<file path="src/rtl/pu_policy_loader.sv">
// AXI4-Lite master that walks a policy table and programs the ProtectionUnit
// config slave, verifying each entry by masked readback unless its mask is 0.
module pu_policy_loader #(
    parameter int unsigned ADDR_W  = 8,
    parameter int unsigned DATA_W  = 32,
    parameter int unsigned IDX_W   = 4,
    parameter int unsigned TIMEOUT = 255
) (
    input  logic                  aclk,
    input  logic                  areset,
    input  logic                  start,
    input  logic [IDX_W:0]        num_entries,
    output logic                  tbl_rd_en,
    output logic [IDX_W-1:0]      tbl_idx,
    input  logic [ADDR_W-1:0]     tbl_addr,
    input  logic [DATA_W-1:0]     tbl_data,
    input  logic [DATA_W-1:0]     tbl_mask,
    output logic [ADDR_W-1:0]     m_axi_awaddr,
    output logic                  m_axi_awvalid,
    input  logic                  m_axi_awready,
    output logic [DATA_W-1:0]     m_axi_wdata,
    output logic [DATA_W/8-1:0]   m_axi_wstrb,
    output logic                  m_axi_wvalid,
    input  logic                  m_axi_wready,
    input  logic [1:0]            m_axi_bresp,
    input  logic                  m_axi_bvalid,
    output logic                  m_axi_bready,
    output logic [ADDR_W-1:0]     m_axi_araddr,
    output logic                  m_axi_arvalid,
    input  logic                  m_axi_arready,
    input  logic [DATA_W-1:0]     m_axi_rdata,
    input  logic [1:0]            m_axi_rresp,
    input  logic                  m_axi_rvalid,
    output logic                  m_axi_rready,
    output logic                  busy,
    output logic                  done,
    output logic                  error,
    output logic [1:0]            err_code,
    output logic [IDX_W-1:0]      err_idx
);

    localparam int unsigned STRB_W = DATA_W / 8;
    localparam int unsigned IDX1_W = IDX_W + 1;
    localparam int unsigned TMO_W  = $clog2(TIMEOUT + 1);

    localparam logic [1:0] ERR_RESP = 2'd1;
    localparam logic [1:0] ERR_CMP  = 2'd2;
    localparam logic [1:0] ERR_TMO  = 2'd3;

    typedef enum logic [3:0] {
        S_IDLE,
        S_FETCH,
        S_TBL,
        S_WR,
        S_BRESP,
        S_RD,
        S_RDATA,
        S_NEXT,
        S_DONE,
        S_ERROR
    } state_t;

    state_t state;
    state_t next_state;

    logic [IDX_W-1:0]  idx;
    logic [IDX1_W-1:0] num_q;
    logic [ADDR_W-1:0] addr_q;
    logic [DATA_W-1:0] data_q;
    logic [DATA_W-1:0] mask_q;
    logic [TMO_W-1:0]  tmo_cnt;
    logic              aw_done_q;
    logic              w_done_q;

    logic              accept;
    logic [1:0]        err_nxt;
    logic              aw_ok;
    logic              w_ok;
    logic              b_hs;
    logic              ar_hs;
    logic              r_hs;
    logic              tmo_hit;
    logic              last_entry;
    logic              rd_mismatch;

    logic              tbl_rd_en_d;
    logic              awvalid_d;
    logic              wvalid_d;
    logic              bready_d;
    logic              arvalid_d;
    logic              rready_d;
    logic              busy_d;
    logic              done_d;
    logic              error_d;

    // Handshake and phase-condition decode
    assign aw_ok       = aw_done_q | (m_axi_awvalid & m_axi_awready);
    assign w_ok        = w_done_q  | (m_axi_wvalid  & m_axi_wready);
    assign b_hs        = m_axi_bvalid  & m_axi_bready;
    assign ar_hs       = m_axi_arvalid & m_axi_arready;
    assign r_hs        = m_axi_rvalid  & m_axi_rready;
    assign tmo_hit     = (tmo_cnt == TMO_W'(TIMEOUT - 1));
    assign last_entry  = ((IDX1_W'(idx) + IDX1_W'(1)) == num_q);
    assign rd_mismatch = (((m_axi_rdata ^ data_q) & mask_q) != '0);

    // Payload outputs come straight from the captured entry registers
    assign tbl_idx      = idx;
    assign m_axi_awaddr = addr_q;
    assign m_axi_araddr = addr_q;
    assign m_axi_wdata  = data_q;
    assign m_axi_wstrb  = {STRB_W{m_axi_wvalid}};

    // State register
    always_ff @(posedge aclk or posedge areset) begin
        if (areset) begin
            state <= S_IDLE;
        end else begin
            state <= next_state;
        end
    end

    // Next-state logic
    always_comb begin
        next_state = state;
        accept     = 1'b0;
        err_nxt    = 2'd0;
        unique case (state)
            S_IDLE, S_DONE, S_ERROR: begin
                if (start) begin
                    accept     = 1'b1;
                    next_state = (num_entries == '0) ? S_DONE : S_FETCH;
                end
            end
            S_FETCH: next_state = S_TBL;
            S_TBL:   next_state = S_WR;
            S_WR: begin
                if (aw_ok && w_ok) begin
                    next_state = S_BRESP;
                end else if (tmo_hit) begin
                    next_state = S_ERROR;
                    err_nxt    = ERR_TMO;
                end
            end
            S_BRESP: begin
                if (b_hs) begin
                    if (m_axi_bresp != 2'b00) begin
                        next_state = S_ERROR;
                        err_nxt    = ERR_RESP;
                    end else if (mask_q == '0) begin
                        next_state = S_NEXT;
                    end else begin
                        next_state = S_RD;
                    end
                end else if (tmo_hit) begin
                    next_state = S_ERROR;
                    err_nxt    = ERR_TMO;
                end
            end
            S_RD: begin
                if (ar_hs) begin
                    next_state = S_RDATA;
                end else if (tmo_hit) begin
                    next_state = S_ERROR;
                    err_nxt    = ERR_TMO;
                end
            end
            S_RDATA: begin
                if (r_hs) begin
                    if (m_axi_rresp != 2'b00) begin
                        next_state = S_ERROR;
                        err_nxt    = ERR_RESP;
                    end else if (rd_mismatch) begin
                        next_state = S_ERROR;
                        err_nxt    = ERR_CMP;
                    end else begin
                        next_state = S_NEXT;
                    end
                end else if (tmo_hit) begin
                    next_state = S_ERROR;
                    err_nxt    = ERR_TMO;
                end
            end
            S_NEXT:  next_state = last_entry ? S_DONE : S_FETCH;
            default: next_state = S_IDLE;
        endcase
    end

    // Output decode from the upcoming state, so every output is a flop
    always_comb begin
        tbl_rd_en_d = (next_state == S_FETCH);
        awvalid_d   = (next_state == S_WR) && !aw_ok;
        wvalid_d    = (next_state == S_WR) && !w_ok;
        bready_d    = (next_state == S_BRESP);
        arvalid_d   = (next_state == S_RD);
        rready_d    = (next_state == S_RDATA);
        busy_d      = !(next_state inside {S_IDLE, S_DONE, S_ERROR});
        done_d      = (next_state == S_DONE);
        error_d     = (next_state == S_ERROR);
    end

    always_ff @(posedge aclk or posedge areset) begin
        if (areset) begin
            tbl_rd_en     <= 1'b0;
            m_axi_awvalid <= 1'b0;
            m_axi_wvalid  <= 1'b0;
            m_axi_bready  <= 1'b0;
            m_axi_arvalid <= 1'b0;
            m_axi_rready  <= 1'b0;
            busy          <= 1'b0;
            done          <= 1'b0;
            error         <= 1'b0;
        end else begin
            tbl_rd_en     <= tbl_rd_en_d;
            m_axi_awvalid <= awvalid_d;
            m_axi_wvalid  <= wvalid_d;
            m_axi_bready  <= bready_d;
            m_axi_arvalid <= arvalid_d;
            m_axi_rready  <= rready_d;
            busy          <= busy_d;
            done          <= done_d;
            error         <= error_d;
        end
    end

    // Per-phase watchdog; restarts on every state change
    always_ff @(posedge aclk or posedge areset) begin
        if (areset) begin
            tmo_cnt <= '0;
        end else if (next_state != state) begin
            tmo_cnt <= '0;
        end else if (!tmo_hit) begin
            tmo_cnt <= tmo_cnt + TMO_W'(1);
        end
    end

    // Entry bookkeeping, captured table entry and error status
    always_ff @(posedge aclk or posedge areset) begin
        if (areset) begin
            idx       <= '0;
            num_q     <= '0;
            addr_q    <= '0;
            data_q    <= '0;
            mask_q    <= '0;
            err_code  <= 2'd0;
            err_idx   <= '0;
            aw_done_q <= 1'b0;
            w_done_q  <= 1'b0;
        end else begin
            aw_done_q <= (next_state == S_WR) && aw_ok;
            w_done_q  <= (next_state == S_WR) && w_ok;
            if (accept) begin
                idx      <= '0;
                num_q    <= num_entries;
                err_code <= 2'd0;
                err_idx  <= '0;
            end else if (state == S_NEXT) begin
                idx <= idx + IDX_W'(1);
            end
            if (state == S_TBL) begin
                addr_q <= tbl_addr;
                data_q <= tbl_data;
                mask_q <= tbl_mask;
            end
            if ((next_state == S_ERROR) && (state != S_ERROR)) begin
                err_code <= err_nxt;
                err_idx  <= idx;
            end
        end
    end

endmodule

</file>
<file path="config.mk">
export PLATFORM = sky130hd
export DESIGN_NAME = pu_policy_loader
export DESIGN_NICKNAME = d
export VERILOG_FILES = /design/src/rtl/pu_policy_loader.sv
export SDC_FILE = /design/constraint.sdc
export NUM_CORES = 1
export LEC_CHECK = 0
export CAP_MARGIN = 20
export CORE_MARGIN = 4
export CORE_UTILIZATION = 45
export CTS_BUF_LIST = sky130_fd_sc_hd__clkbuf_8 sky130_fd_sc_hd__clkbuf_16
export DETAILED_ROUTE_END_ITERATION = 10
export GPL_TIMING_DRIVEN = 0
export MAX_ROUTING_LAYER = met4
export PLACE_DENSITY = 0.8
export SLEW_MARGIN = 20
export SYNTH_ARGS = -nofsm -noshare
export SYNTH_HDL_FRONTEND = slang
export SYNTH_SLANG_ARGS = --single-unit
</file>
<file path="constraint.sdc">
create_clock -name aclk -period 4.3 [get_ports aclk]
set_input_delay 0.86 -clock aclk [delete_from_list [all_inputs] [get_ports aclk]]
set_output_delay 0.86 -clock aclk [all_outputs]
set_load 0.01 [all_outputs]
</file>
==> metrics, run 1 <==
Tmin final roughly 3300 ps; DPL Wire Length 12000 µm; syn nets 589; Clock Pin Slew Worst Setup and Hold Paths roughly 70 ps; RR Startpoint tbl_idx[0]; Clock Skews ~15 ps; Num CTS Buffers 9; DRT iter0 DRCs 200; Critical Path RT 4570 ps; DR WL met3 1210 µm; nets about 800; Max clock buf depth 2; largest net degree at the start of global routing 69; compound-gate portion of the synthesized area between 8 and 9%; Power per Cell Area around 680 nW/µm²; leak pwr ~3.2 nW; Max Freq 0.305 GHz; Post-Synth Simple-Gate Area 11.8%; ANT cells 0; met1 wire length 6040 µm; Most used DFF post-synth dfrtp_1; cts hold-fix bufs 0; reg-to-reg slack, setup 1360 ps; Max Cap Viol 0; Post-synth ARST share 100%; wire per inst 18.8 µm; most frequent cell after synthesis dfrtp_1; EDFF count, synth 0; final wirelength 15300 µm; die width roughly 120 µm; WL met2 7870 µm; CTS H-tree depth 3; Post-CTS Setup Repair Bufs 0; dominant cell type by area after synthesis dfrtp_1; Worst EP arrival 3550 ps; clk_lat worst skew 360 ps; placed cells 800; Layout area overhead 45.3%; core area 11600 µm²; global-route usage over all layers between 20% and 30%; number of global-route vias before repair 4824; CP endpoint kind flop; global-route wire length before repair 25000 µm; chip height 117 µm; Post-Syn Instances 465; Mapped Area ~5400 µm²; Finished Layout Cells 816; post-synthesis register bit count between 100 and 150; highest metal used met4; Tot Pwr 5.30 mW; RR Endpoint tmo_cnt[1]; GPL Wtd Cong 0.925; largest family of logic cells by synthesized area multiplexers; critical path peak fanout 8; RSZ-0062 raised after global routing no; R2R depth 8; DRC violations left 0; PostCTS Resize Cnt 0; I/O Buffers 191; register area share after synthesis 51.2%; worst min path class reg2reg; gr ovfl total 0; worst hold path startpoint w_done_q; Std-Cell Rows 39; final-report max-slew violation count 0; clock root buffer clkbuf_16; Worst Tran Pin Value 758 ps; final antenna-violating net count 0; Synth Area in Adders 0.698%; startpoint types input port; Final Cycle Share 76.3%; synth unique cells 51; hold depth 1; Final setup viols 0; IO Pins around 190; status finished clean; Via density 5.34; kind of critical path in2reg; die area 13800 µm²; mean post-synth cell area 11.6 µm²; CTS tree done; most frequent cells after synthesis 110 x dfrtp_1, 72 x mux2_2, 48 x nand2_1, 34 x xor2_1, 17 x a22oi_1; max_slew headroom 49.1%; Final Hold Viols 0; initial antenna violation count 0; layout cells sized above 1 between 10% and 20%; Clock Sinks 110; mux cell area share after synthesis 15.8%; Vias between 4000 and 5000; post-synth top area share 51.2%; Area contributors post-synth dfrtp_1 51%, mux2_2 15%, xor2_1 5.5%; router iterations before antenna repair 4; Peak VDD IR 0.415 mV; hold worst-path end m_axi_wvalid; XOR/XNOR share of the synthesized area 7.81%; warnings from Yosys 0; Starting Density 46.5%
## final cells by class
| class | count | area, µm² |
|---|---|---|
| inverters | 11 | 46.3 |
| plain buffers | 28 | 161 |
| clock buffers | 9 | 225 |
| clock inverters | 7 | 90.1 |
| flip-flops and latches | 110 | 2750 |
| fillers | 872 | 3750 |
| repair buffers | 192 | 1940 |
| well taps | 143 | 179 |
| multi-input cells | 316 | 2420 |
## cell families (layout without fill, tap and decap cells)
logic type	count (synthesis)	after routing
and+or+nand+nor	126	126
DFF	110	110
muxes	76	76
AOI/OAI and AO/OA	63	63
xor gates and xnor gates	48	48
buffers and inverters	39	247
adders and majority gates	3	3
## per-layer routing
layer | vias to the layer above | track usage [%]
met2 | 165 | 39.2
met3 | 16 | 9.34
li1 | 2056 | -
met5 | - | -
met4 | 0 | 7.11
met1 | 2119 | 26.4
## where the power goes
part / switching, mW / leakage [nW] / internal (mW)
Sequential: 0.395 / 1.34 / 1.48
Combinational: 1.12 / 1.72 / 1.44
Clock: 0.410 / 0.147 / 0.464
Total: 1.92 / 3.21 / 3.38
## how the worst max path moves through the flow
stage                           to  cells after the start            from  slack [ps]
floorplan                aw_done_q                      1          areset         540
CTS                     tmo_cnt[4]                      8  m_axi_rdata[2]        1040
global placement    m_axi_wdata[0]                      2          areset       -1060
detailed placement      tmo_cnt[4]                      8  m_axi_rdata[2]         650
finish                  tmo_cnt[6]                      8  m_axi_rdata[2]        1020
global route            tmo_cnt[6]                      8  m_axi_rdata[2]         850
## state kept, by name, summed over array words and instances, names as in the netlist, 2 cells and up
signal / cells
num_q: 5
tbl_idx: 4
m_axi_wdata: 32
err_idx: 4
state: 4
m_axi_araddr: 8
err_code: 2
tmo_cnt: 8
mask_q: 32
## cell usage in the layout (no fill, tap or decap), types with 10 or more instances in the layout
master and instances:
clkdlybuf4s50_1 191, dfrtp_1 110, mux2_2 72, nand2_1 48, xor2_1 34, a22oi_1 17
nor3_1 15, xnor2_1 14, nor2_1 13, clkbuf_1 12, buf_4 12, nor4_1 10
## stage by stage
step           setup WS, ps  hold slack [ps]  utilization [%]  instance area (µm²)  TNS [ps]
2_1_floorplan           538              411                -                 5380         0
3_3_place_gp          -1060              420             64.6                 7470   -116090
3_5_place_dp            655              428             64.9                 7500         0
4_1_cts                1040              439             67.6                 7820         0
5_1_grt                 851              459             67.6                 7820         0
6_report               1020              437             67.6                 7820         0
## critical path, cell delays in order
cell,delay [ps]
clkdlybuf4s50_1,440
xor2_1,160
a22oi_1,260
nand4_1,140
nor4_1,650
o211ai_1,420
o21a_1,380
nor3_1,220
(Power assumes the default switching activity.)
==> run 2: changes to the inputs <==
- CORE_UTILIZATION: 45 -> 41
- PLACE_DENSITY: 0.8 -> 0.77
- clock period: 4.3 -> 2.72 ns (I/O delays scaled with it)
==> run 2 against run 1 <==
Net effect: highest routed layer unchanged; clock power up 51%; worst hold slack worse by 6.4 ps; critical path depth increased by 2.
==> metrics, run 2 (synthesis results as in run 1) <==
Peak VDD IR 0.686 mV (+65%); leak pwr 3.26 nW (+1.7%); Final setup viols 0 (unchanged); flip-flop and latch area 2750 µm² (about the same); final antenna-violating net count 0 (unchanged); chip height 123 µm (+4.4%); Tot Pwr 8.47 mW (+60%); DRC violations left 0 (unchanged); Max Cap Viol 0 (unchanged); wire per inst 18.0 µm (-4.4%); Vias 4411 (+1.3%); cts hold-fix bufs 0 (unchanged); Worst EP arrival 2900 ps (-650 ps); global-route wire length before repair 24500 µm (-2.1%); largest net degree at the start of global routing 35 (-49%); Clock Skews 9.80 ps (-5.56 ps); Layout area overhead 48.2%; Tmin final 2630 ps; final wirelength 15300 µm (-0.29%); core area 12700 µm² (+10%); IO Pins 192 (unchanged); Worst Tran Pin Value 830 ps (+72.2 ps); Final Hold Viols 0 (unchanged); CTS tree done; Via density 5.18 (-2.9%); area taken by multi-input logic gates 2480 µm² (+2.3%); Starting Density 42.3% (-4.2 points); die width 123 µm (+4.4%); Fillers 1068 (+22%); pre-CTS WS -560 ps (-1210 ps); Critical Path RT 2990 ps (-1580 ps); initial antenna violation count 0 (unchanged); die area 15000 µm² (+9.1%); Max Freq 0.380 GHz; critical path peak fanout 4 (-4); ANT cells 0 (unchanged); commonest non-fill, non-tap cell in the layout clkdlybuf4s50_1; Std-Cell Rows 41 (+5.1%); final setup margin 91.8 ps (-927 ps); Clock Sinks 110 (unchanged); nets 798 (+0.76%); CP endpoint kind flop; clock root buffer clkbuf_16; status finished clean; DRT iter0 DRCs 200 (unchanged); number of global-route vias before repair 4785 (-0.81%); Power per Cell Area 1060 nW/µm² (+57%); layout cells sized above 1 19.3% (+2.4 points); GPL Wtd Cong 0.912 (-1.4%); commonest non-fill, non-tap cells in the layout 191 x clkdlybuf4s50_1, 109 x dfrtp_1, 72 x mux2_2; router iterations before antenna repair 4 (unchanged); RSZ-0062 raised after global routing yes; I/O Buffers 191 (unchanged); Num CTS Buffers 9 (unchanged); CTS H-tree depth 3 (unchanged); clk_lat worst skew 350 ps (about the same); worst min path class reg2reg; gr ovfl total 0 (unchanged); DPL Wire Length 12100 µm (+0.94%); max_slew headroom 44.7% (-4.4 points); Max clock buf depth 2 (unchanged); Final Cycle Share around 97%; startpoint types input port; kind of critical path in2reg; global-route usage over all layers 22.0% (-1.6 points); final-report max-slew violation count 0 (unchanged); Clock Pin Slew Worst Setup and Hold Paths 70 ps (about the same)
==> run 2: cell types whose count changed in the layout (fill, tap and decap cells not counted), sizes merged <==
| cell | before | now |
|---|---|---|
| clkinvlp | 2 | 3 |
| inv | 12 | 11 |
| buf | 17 | 23 |
| bufinv | 1 | 0 |
| clkbuf | 21 | 24 |
| clkinv | 3 | 1 |
==> run 2: where the power goes <==
group	total (mW)	internal [mW]	switching, mW
sequential	2.96	2.34	0.613
combinational	4.20	2.36	1.84
clock	1.32	0.709	0.608
==> run 2: final timing paths <==
check | slack (ps) | cells past startpoint | endpoint | from
worst max-delay path | 90 | 10 | busy | num_entries[0]
worst min-delay path | 430 | 1 | m_axi_wvalid | w_done_q
worst max register to register | 150 | 10 | err_idx[0] | state[2]
worst min register to register | 430 | 1 | m_axi_wvalid | w_done_q
max in group asynchronous | 1350 | 4 | mask_q[13] | areset
min in group asynchronous | 590 | 2 | done | areset
==> run 2: through the flow <==
stage               setup TNS [ps]  hold slack [ps]  instance area [µm²]  util, %  cells
floorplan                        0              411                 5380        -    465
global placement            -33070              419                 7510     59.0    828
detailed placement           -9280              424                 7580     59.6    831
CTS                              0              433                 7910     62.1    849
global route                  -218              449                 7970     62.7    851
finish                           0              431                 7970     62.7    851
==> run 2: final cells by class <==
class | count | share of cell area (%)
Buffer | 28 | 2.02
Clock buffer | 12 | 3.34
Clock inverter | 4 | 0.455
Inverter | 11 | 0.612
Multi-Input combinational cell | 316 | 31.1
Sequential cell | 110 | 34.5
Tap cell | 172 | 2.70
Timing Repair Buffer | 198 | 25.2
==> run 2: routing by layer <==
layer / vias up / global-route usage [%] / part of all wire (%)
li1: 2082 / - / -
met1: 2143 / 24.7 / 38
met2: 174 / 37.1 / 52
met3: 12 / 8.16 / 8.8
met4: 0 / 5.74 / 1.2
met5: - / - / 0
==> run 2: worst max-delay path, stage by stage <==
cell and delay, ps:
clkdlybuf4s50_1 420, or4_4 560, nor3b_4 200, o211ai_2 140, a2111oi_4 320, buf_4 190, buf_4 130, inv_1 80
and2_1 180, o21bai_1 140
==> run 2: what timing repair did <==
item / 4_1_cts / 5_1_grt
pin swaps: 1 / 2
resized for setup: 3 / 11
setup buffers: 2 / 2
endpoints found under the setup margin: 16 / 16
